[src/rtl/alu_sched_if.sv]
// rtl/alu_sched_if.sv - request/response channel bundle for the alu_sched round-robin scheduler
//
// Signals:
//   req0_*/req1_*  valid, ready, op[1:0], operand[3:0] (+ lock with ALU_SCHED_LOCK_EN)
//   rsp_*          valid, ready, id, data[3:0]
// Modports:
//   master  requester/consumer side (drives requests, rsp_ready)
//   slave   scheduler side (drives readies and the response)
// Macro: ALU_SCHED_LOCK_EN adds req0_lock/req1_lock.

interface alu_sched_if;
    logic       req0_valid;
    logic       req0_ready;
    logic [1:0] req0_op;
    logic [3:0] req0_operand;
    logic       req1_valid;
    logic       req1_ready;
    logic [1:0] req1_op;
    logic [3:0] req1_operand;
`ifdef ALU_SCHED_LOCK_EN
    logic       req0_lock;
    logic       req1_lock;
`endif
    logic       rsp_valid;
    logic       rsp_ready;
    logic       rsp_id;
    logic [3:0] rsp_data;

`ifdef ALU_SCHED_LOCK_EN
    modport master (
        output req0_valid, req0_op, req0_operand, req0_lock,
        output req1_valid, req1_op, req1_operand, req1_lock,
        input  req0_ready, req1_ready,
        input  rsp_valid, rsp_id, rsp_data,
        output rsp_ready
    );
    modport slave (
        input  req0_valid, req0_op, req0_operand, req0_lock,
        input  req1_valid, req1_op, req1_operand, req1_lock,
        output req0_ready, req1_ready,
        output rsp_valid, rsp_id, rsp_data,
        input  rsp_ready
    );
`else
    modport master (
        output req0_valid, req0_op, req0_operand,
        output req1_valid, req1_op, req1_operand,
        input  req0_ready, req1_ready,
        input  rsp_valid, rsp_id, rsp_data,
        output rsp_ready
    );
    modport slave (
        input  req0_valid, req0_op, req0_operand,
        input  req1_valid, req1_op, req1_operand,
        output req0_ready, req1_ready,
        output rsp_valid, rsp_id, rsp_data,
        input  rsp_ready
    );
`endif
endinterface

[src/rtl/alu_sched.sv]
// rtl/alu_sched.sv - round-robin scheduler sharing one 4-bit accumulator ALU between two requesters
//
// Ports:
//   clock, reset_L     clock; asynchronous active-low reset
//   bus (slave)        request channels 0/1 and the single response channel
//   alu_op[1:0]        to ALU op (2'b10 with operand 0 = hold when idle)
//   alu_operand[3:0]   to ALU operand
//   alu_result[3:0]    from ALU registered accumulator, passed through as rsp_data
// Parameter:
//   LOCK_MAX           max consecutive locked grants (only with ALU_SCHED_LOCK_EN)
// Macro: ALU_SCHED_LOCK_EN enables the per-requester lock feature.

module alu_sched #(
    parameter int LOCK_MAX = 4
) (
    input  logic        clock,
    input  logic        reset_L,
    alu_sched_if.slave  bus,
    output logic [1:0]  alu_op,
    output logic [3:0]  alu_operand,
    input  logic [3:0]  alu_result
);

    localparam logic [1:0] OP_OR = 2'b10;

    if (LOCK_MAX < 1) begin : g_bad_lock_max
        $error("alu_sched: LOCK_MAX must be at least 1");
    end

    logic rsp_valid_q;
    logic rsp_id_q;
    logic last_grant;   // 1 = req1 granted last, so req0 wins the next tie
    logic can_issue;
    logic grant0;
    logic grant1;
    logic xfer_any;

    // Gating with reset_L keeps readies low while reset is held.
    assign can_issue = reset_L && (!rsp_valid_q || bus.rsp_ready);

`ifdef ALU_SCHED_LOCK_EN
    localparam int CNT_W = $clog2(LOCK_MAX + 1);

    logic             lock_active;
    logic             lock_owner;
    logic [CNT_W-1:0] lock_cnt;
    logic [CNT_W-1:0] cnt_next;
    logic             lock_hold;
    logic             xfer_lock;
    logic             owner_valid;

    assign owner_valid = lock_owner ? bus.req1_valid : bus.req0_valid;
    // Dropping valid releases the lock in the same cycle, so arbitration falls through.
    assign lock_hold   = lock_active && owner_valid;
    assign xfer_lock   = grant1 ? bus.req1_lock : bus.req0_lock;

    always_comb begin
        cnt_next = {{(CNT_W-1){1'b0}}, 1'b1};
        if (lock_active && (lock_owner == grant1)) begin
            cnt_next = lock_cnt + 1'b1;
        end
    end
`endif

    always_comb begin
        grant0 = 1'b0;
        grant1 = 1'b0;
        if (can_issue) begin
`ifdef ALU_SCHED_LOCK_EN
            if (lock_hold) begin
                grant0 = !lock_owner;
                grant1 = lock_owner;
            end else
`endif
            if (bus.req0_valid && bus.req1_valid) begin
                grant0 = last_grant;
                grant1 = !last_grant;
            end else begin
                grant0 = bus.req0_valid;
                grant1 = bus.req1_valid;
            end
        end
    end

    // Grants are only raised for valid requesters, so a grant is a transfer.
    assign xfer_any       = grant0 || grant1;
    assign bus.req0_ready = grant0;
    assign bus.req1_ready = grant1;

    always_comb begin
        alu_op      = OP_OR;
        alu_operand = 4'h0;
        if (grant0) begin
            alu_op      = bus.req0_op;
            alu_operand = bus.req0_operand;
        end else if (grant1) begin
            alu_op      = bus.req1_op;
            alu_operand = bus.req1_operand;
        end
    end

    always_ff @(posedge clock or negedge reset_L) begin
        if (!reset_L) begin
            rsp_valid_q <= 1'b0;
            rsp_id_q    <= 1'b0;
            last_grant  <= 1'b1;
        end else if (xfer_any) begin
            rsp_valid_q <= 1'b1;
            rsp_id_q    <= grant1;
            last_grant  <= grant1;
        end else if (bus.rsp_ready) begin
            rsp_valid_q <= 1'b0;
        end
    end

`ifdef ALU_SCHED_LOCK_EN
    always_ff @(posedge clock or negedge reset_L) begin
        if (!reset_L) begin
            lock_active <= 1'b0;
            lock_owner  <= 1'b0;
            lock_cnt    <= '0;
        end else if (xfer_any) begin
            // Hitting LOCK_MAX releases right away; last_grant then hands the tie to the other side.
            if (xfer_lock && (int'(cnt_next) < LOCK_MAX)) begin
                lock_active <= 1'b1;
                lock_owner  <= grant1;
                lock_cnt    <= cnt_next;
            end else begin
                lock_active <= 1'b0;
                lock_cnt    <= '0;
            end
        end else if (lock_active && !owner_valid) begin
            lock_active <= 1'b0;
            lock_cnt    <= '0;
        end
    end
`endif

    assign bus.rsp_valid = rsp_valid_q;
    assign bus.rsp_id    = rsp_id_q;
    assign bus.rsp_data  = alu_result;

endmodule
[src/flat_wrapper.sv]
// flat-port wrapper written by rule: the top's interface ports become plain ports
module alu_sched_flat 
#(
    parameter int LOCK_MAX = 4
)
  (clock, reset_L, alu_op, alu_operand, alu_result, bus_req0_valid, bus_req0_op, bus_req0_operand, bus_req1_valid, bus_req1_op, bus_req1_operand, bus_req0_ready, bus_req1_ready, bus_rsp_valid, bus_rsp_id, bus_rsp_data, bus_rsp_ready);
  alu_sched_if bus_i ();
  input  logic clock;
  input  logic reset_L;
  output logic [1:0] alu_op;
  output logic [3:0] alu_operand;
  input  logic [3:0] alu_result;
  input wire logic [$bits(bus_i.req0_valid)-1:0] bus_req0_valid;
  input wire logic [$bits(bus_i.req0_op)-1:0] bus_req0_op;
  input wire logic [$bits(bus_i.req0_operand)-1:0] bus_req0_operand;
  input wire logic [$bits(bus_i.req1_valid)-1:0] bus_req1_valid;
  input wire logic [$bits(bus_i.req1_op)-1:0] bus_req1_op;
  input wire logic [$bits(bus_i.req1_operand)-1:0] bus_req1_operand;
  output wire logic [$bits(bus_i.req0_ready)-1:0] bus_req0_ready;
  output wire logic [$bits(bus_i.req1_ready)-1:0] bus_req1_ready;
  output wire logic [$bits(bus_i.rsp_valid)-1:0] bus_rsp_valid;
  output wire logic [$bits(bus_i.rsp_id)-1:0] bus_rsp_id;
  output wire logic [$bits(bus_i.rsp_data)-1:0] bus_rsp_data;
  input wire logic [$bits(bus_i.rsp_ready)-1:0] bus_rsp_ready;
  assign bus_i.req0_valid = bus_req0_valid;
  assign bus_i.req0_op = bus_req0_op;
  assign bus_i.req0_operand = bus_req0_operand;
  assign bus_i.req1_valid = bus_req1_valid;
  assign bus_i.req1_op = bus_req1_op;
  assign bus_i.req1_operand = bus_req1_operand;
  assign bus_req0_ready = bus_i.req0_ready;
  assign bus_req1_ready = bus_i.req1_ready;
  assign bus_rsp_valid = bus_i.rsp_valid;
  assign bus_rsp_id = bus_i.rsp_id;
  assign bus_rsp_data = bus_i.rsp_data;
  assign bus_i.rsp_ready = bus_rsp_ready;
  alu_sched #(.LOCK_MAX(LOCK_MAX)) u_core (.clock(clock), .reset_L(reset_L), .bus(bus_i), .alu_op(alu_op), .alu_operand(alu_operand), .alu_result(alu_result));
endmodule
[config.mk]
export PLATFORM = sky130hd
export DESIGN_NAME = alu_sched_flat
export DESIGN_NICKNAME = d
export VERILOG_FILES = /design/src/rtl/alu_sched_if.sv /design/src/rtl/alu_sched.sv /design/src/flat_wrapper.sv
export SDC_FILE = /design/constraint.sdc
export NUM_CORES = 1
export LEC_CHECK = 0
export BUFFER_PORTS_ARGS = -buffer_cell sky130_fd_sc_hd__buf_2
export CORE_AREA = 2 2 39 41
export CTS_CLUSTER_DIAMETER = 100
export CTS_CLUSTER_SIZE = 12
export DETAILED_ROUTE_END_ITERATION = 6
export DIE_AREA = 0 0 41 43
export PLACE_DENSITY = 0.61
export SLEW_MARGIN = 20
export SYNTH_ARGS = -nofsm -noshare
export SYNTH_HDL_FRONTEND = slang
export SYNTH_SLANG_ARGS = --single-unit
[constraint.sdc]
create_clock -name clock -period 1.48 [get_ports clock]
set_input_delay 0.148 -clock clock [delete_from_list [all_inputs] [get_ports clock]]
set_output_delay 0.148 -clock clock [all_outputs]
set_load 0.01 [all_outputs]
==> reports/qor.txt <==
status - finished with violations
failing checks - negative setup slack
highest metal used - met4
pwr dens - 921.9 mW/mm^2
syn nets - 48
Crit path arrival time - 1330 ps
actual transition at the worst max-transition pin - 167.3 ps
Synth Instances - 27
largest net degree at the start of global routing - 9
design area - 404.1 um^2
Vias per Instance - 4.275
Max Slew Vio Count - 0
Final nets - 75
FFs w/ async S/R, synth - 1.000
Post-CTS Setup Inserts - 0
multi-input logic area - 130.1 um^2
CTS buffer count - 3
leakage - 0.2311 nW
Worst Setup Path Type - flop to output pin
wl on met1 - 202 um
Max VDD drop - 0.2935 mV
met2 WL - 368 um
synth unique cells - 16
GRT Overall Usage - 0.09256
die area - 0.001763 mm^2
max_cap viols - 0
power after layout - 0.3726 mW
Filler cells - 161
post-synth top area cell - dfrtp_1
post-DP HPWL - 533.7 um
most numerous cell in the Yosys netlist - a22o_1
hold crit path type - primary input to flop
Req. time, crit path - 1330 ps
Die W - 41 um
Cell Rows - 14
Final TNS setup - -1.785 ps
Tcrit/Tclk final - 1.001
TritonCTS clock tree - yes
RSZ-0062 raised after global routing - yes
Commonest cells post-synth - a22o_1 (5), buf_4 (4), inv_1 (3)
Area Growth Syn to Fin - 56.80%
Area after DPL - 366.6 um^2
length of the first detailed-routing pass in iterations - 4
FMAX - 674.9 MHz
H-tree depth - 1
Synth top area share - 0.1942
n_diodes - 0
Detail Route Antenna Nets - 0
DRC viols - 0
Num Clock Sinks - 3
Critical Path Fanout Max - 8
sequential fraction of the synthesis area - 0.2961
main area contributors after synthesis - dfrtp_1 (19%), a22o_1 (17%), buf_4 (12%), dfstp_2 (10%), nand2b_4 (5.3%)
# setup viols final - 1
Seq cells post-synth - 3
Worst-Skew Late Latency - 230 ps
clock skew - 0.3400 ps
final wirelength - 649 um
Setup crit start kind - flop
first-pass GRT wire length - 1048 um
Routability Congestion - 0.5901
FF/Latch Area - 76.32 um^2
metal3 WL - 61 um
Ports - 35
antenna violations before repair - 0
mapped cell area - 257.7 um^2
Root Driver - clkbuf_4
synthesized area per cell - 9.546 um^2
Hold Vio Cnt, Final - 0
synth warn - 0
vias - 295
routed wire length per instance - 9.406 um
Max clock buf depth - 2
EDFF count, synth - 0
DRT iter0 DRCs - 1
max_slew headroom - 0.8870
layout cells sized above 1 - 0.6415
grt ovf - 0
input/output buffers - 26
initial core utilization - 0.1863
vias in the first global route - 278
core area - 0.001384 mm^2
final worst slack - -1.785 ps
ys flop type - dfrtp_1
critical path endpoint category - output pin
Final min period - 1482 ps
Die Span Y - 43 um
CTS clk-pin slew, worst paths - 40 ps
==> power by group <==
| group | leakage, nW | total [mW] | internal [mW] | switching, mW |
|---|---|---|---|---|
| logic | 0.182 | 0.115 | 0.0614 | 0.0534 |
| registers | 0.0339 | 0.116 | 0.104 | 0.0124 |
| clock network | 0.0150 | 0.142 | 0.101 | 0.0407 |
| total | 0.231 | 0.373 | 0.266 | 0.106 |
==> cell type report <==
type                       instances  area share
clock buffer                       4     0.06502
inverter                           3     0.02786
multi-input combinational         16      0.3220
tap                               16     0.04954
sequential                         3      0.1889
timing repair buffer              27      0.3467
==> timing repair <==
item                       CTS  global route
gates resized for setup      1             0
hold buffers                 1             0
pin swaps                    7             0
setup endpoints to repair    6             6
hold endpoints to repair     3             0
==> kinds of logic after synthesis <==
group                  synth area share
and+or+nand+nor                  0.1456
buffers and inverters            0.2039
AOI/OAI and AO/OA                0.3544
DFF                              0.2961
==> per-layer routing <==
metal | GRT usage | vias up
met5 | 0 | -
met4 | 0.1067 | 0
met3 | 0.04188 | 2
met2 | 0.1344 | 9
met1 | 0.08091 | 134
li1 | - | 150
==> path summary, 6_finish.rpt <==
kind	from	cells after the start	slack (ps)	to
setup reg to reg	u_core.last_grant	3	420	u_core.bus.rsp_id
min in group asynchronous	reset_L	2	340	u_core.bus.rsp_id
max in group asynchronous	reset_L	2	920	u_core.last_grant
hold reg to reg	u_core.bus.rsp_id	1	490	u_core.bus.rsp_id
hold / removal	bus_req0_valid	2	150	u_core.last_grant
setup / recovery	u_core.last_grant	4	-2	alu_op[0]
==> registers in the layout (all words and copies together) (netlist names) <==
register / cells
u_core.last_grant: 1
u_core.bus.rsp_valid: 1
u_core.bus.rsp_id: 1
==> stage by stage <==
step | hold slack (ps) | std cells | util | worst slack (ps)
global route | 150.6 | 69 | 0.2920 | -72.53
CTS | 144.0 | 69 | 0.2920 | -12.76
global placement | -19.24 | 64 | 0.2649 | 186.4
floorplan | -147.6 | 27 | - | 186.9
detailed placement | -19.09 | 64 | 0.2649 | 173.3
finish | 148.4 | 69 | 0.2920 | -1.785
==> critical path, stage by stage (launching register included) <==
cell	delay, ps
dfstp_2	540
nand2_1	60
and4_4	170
a22o_1	210
buf_2	130
==> placed cells by master (no fill, tap or decap), types with 2 or more instances in the layout <==
master    count
inv_1         3
dfrtp_1       2
buf_2        26
clkbuf_4      3
a22o_1        5
nand2_1       2
Power figures use the tool's default switching activity.
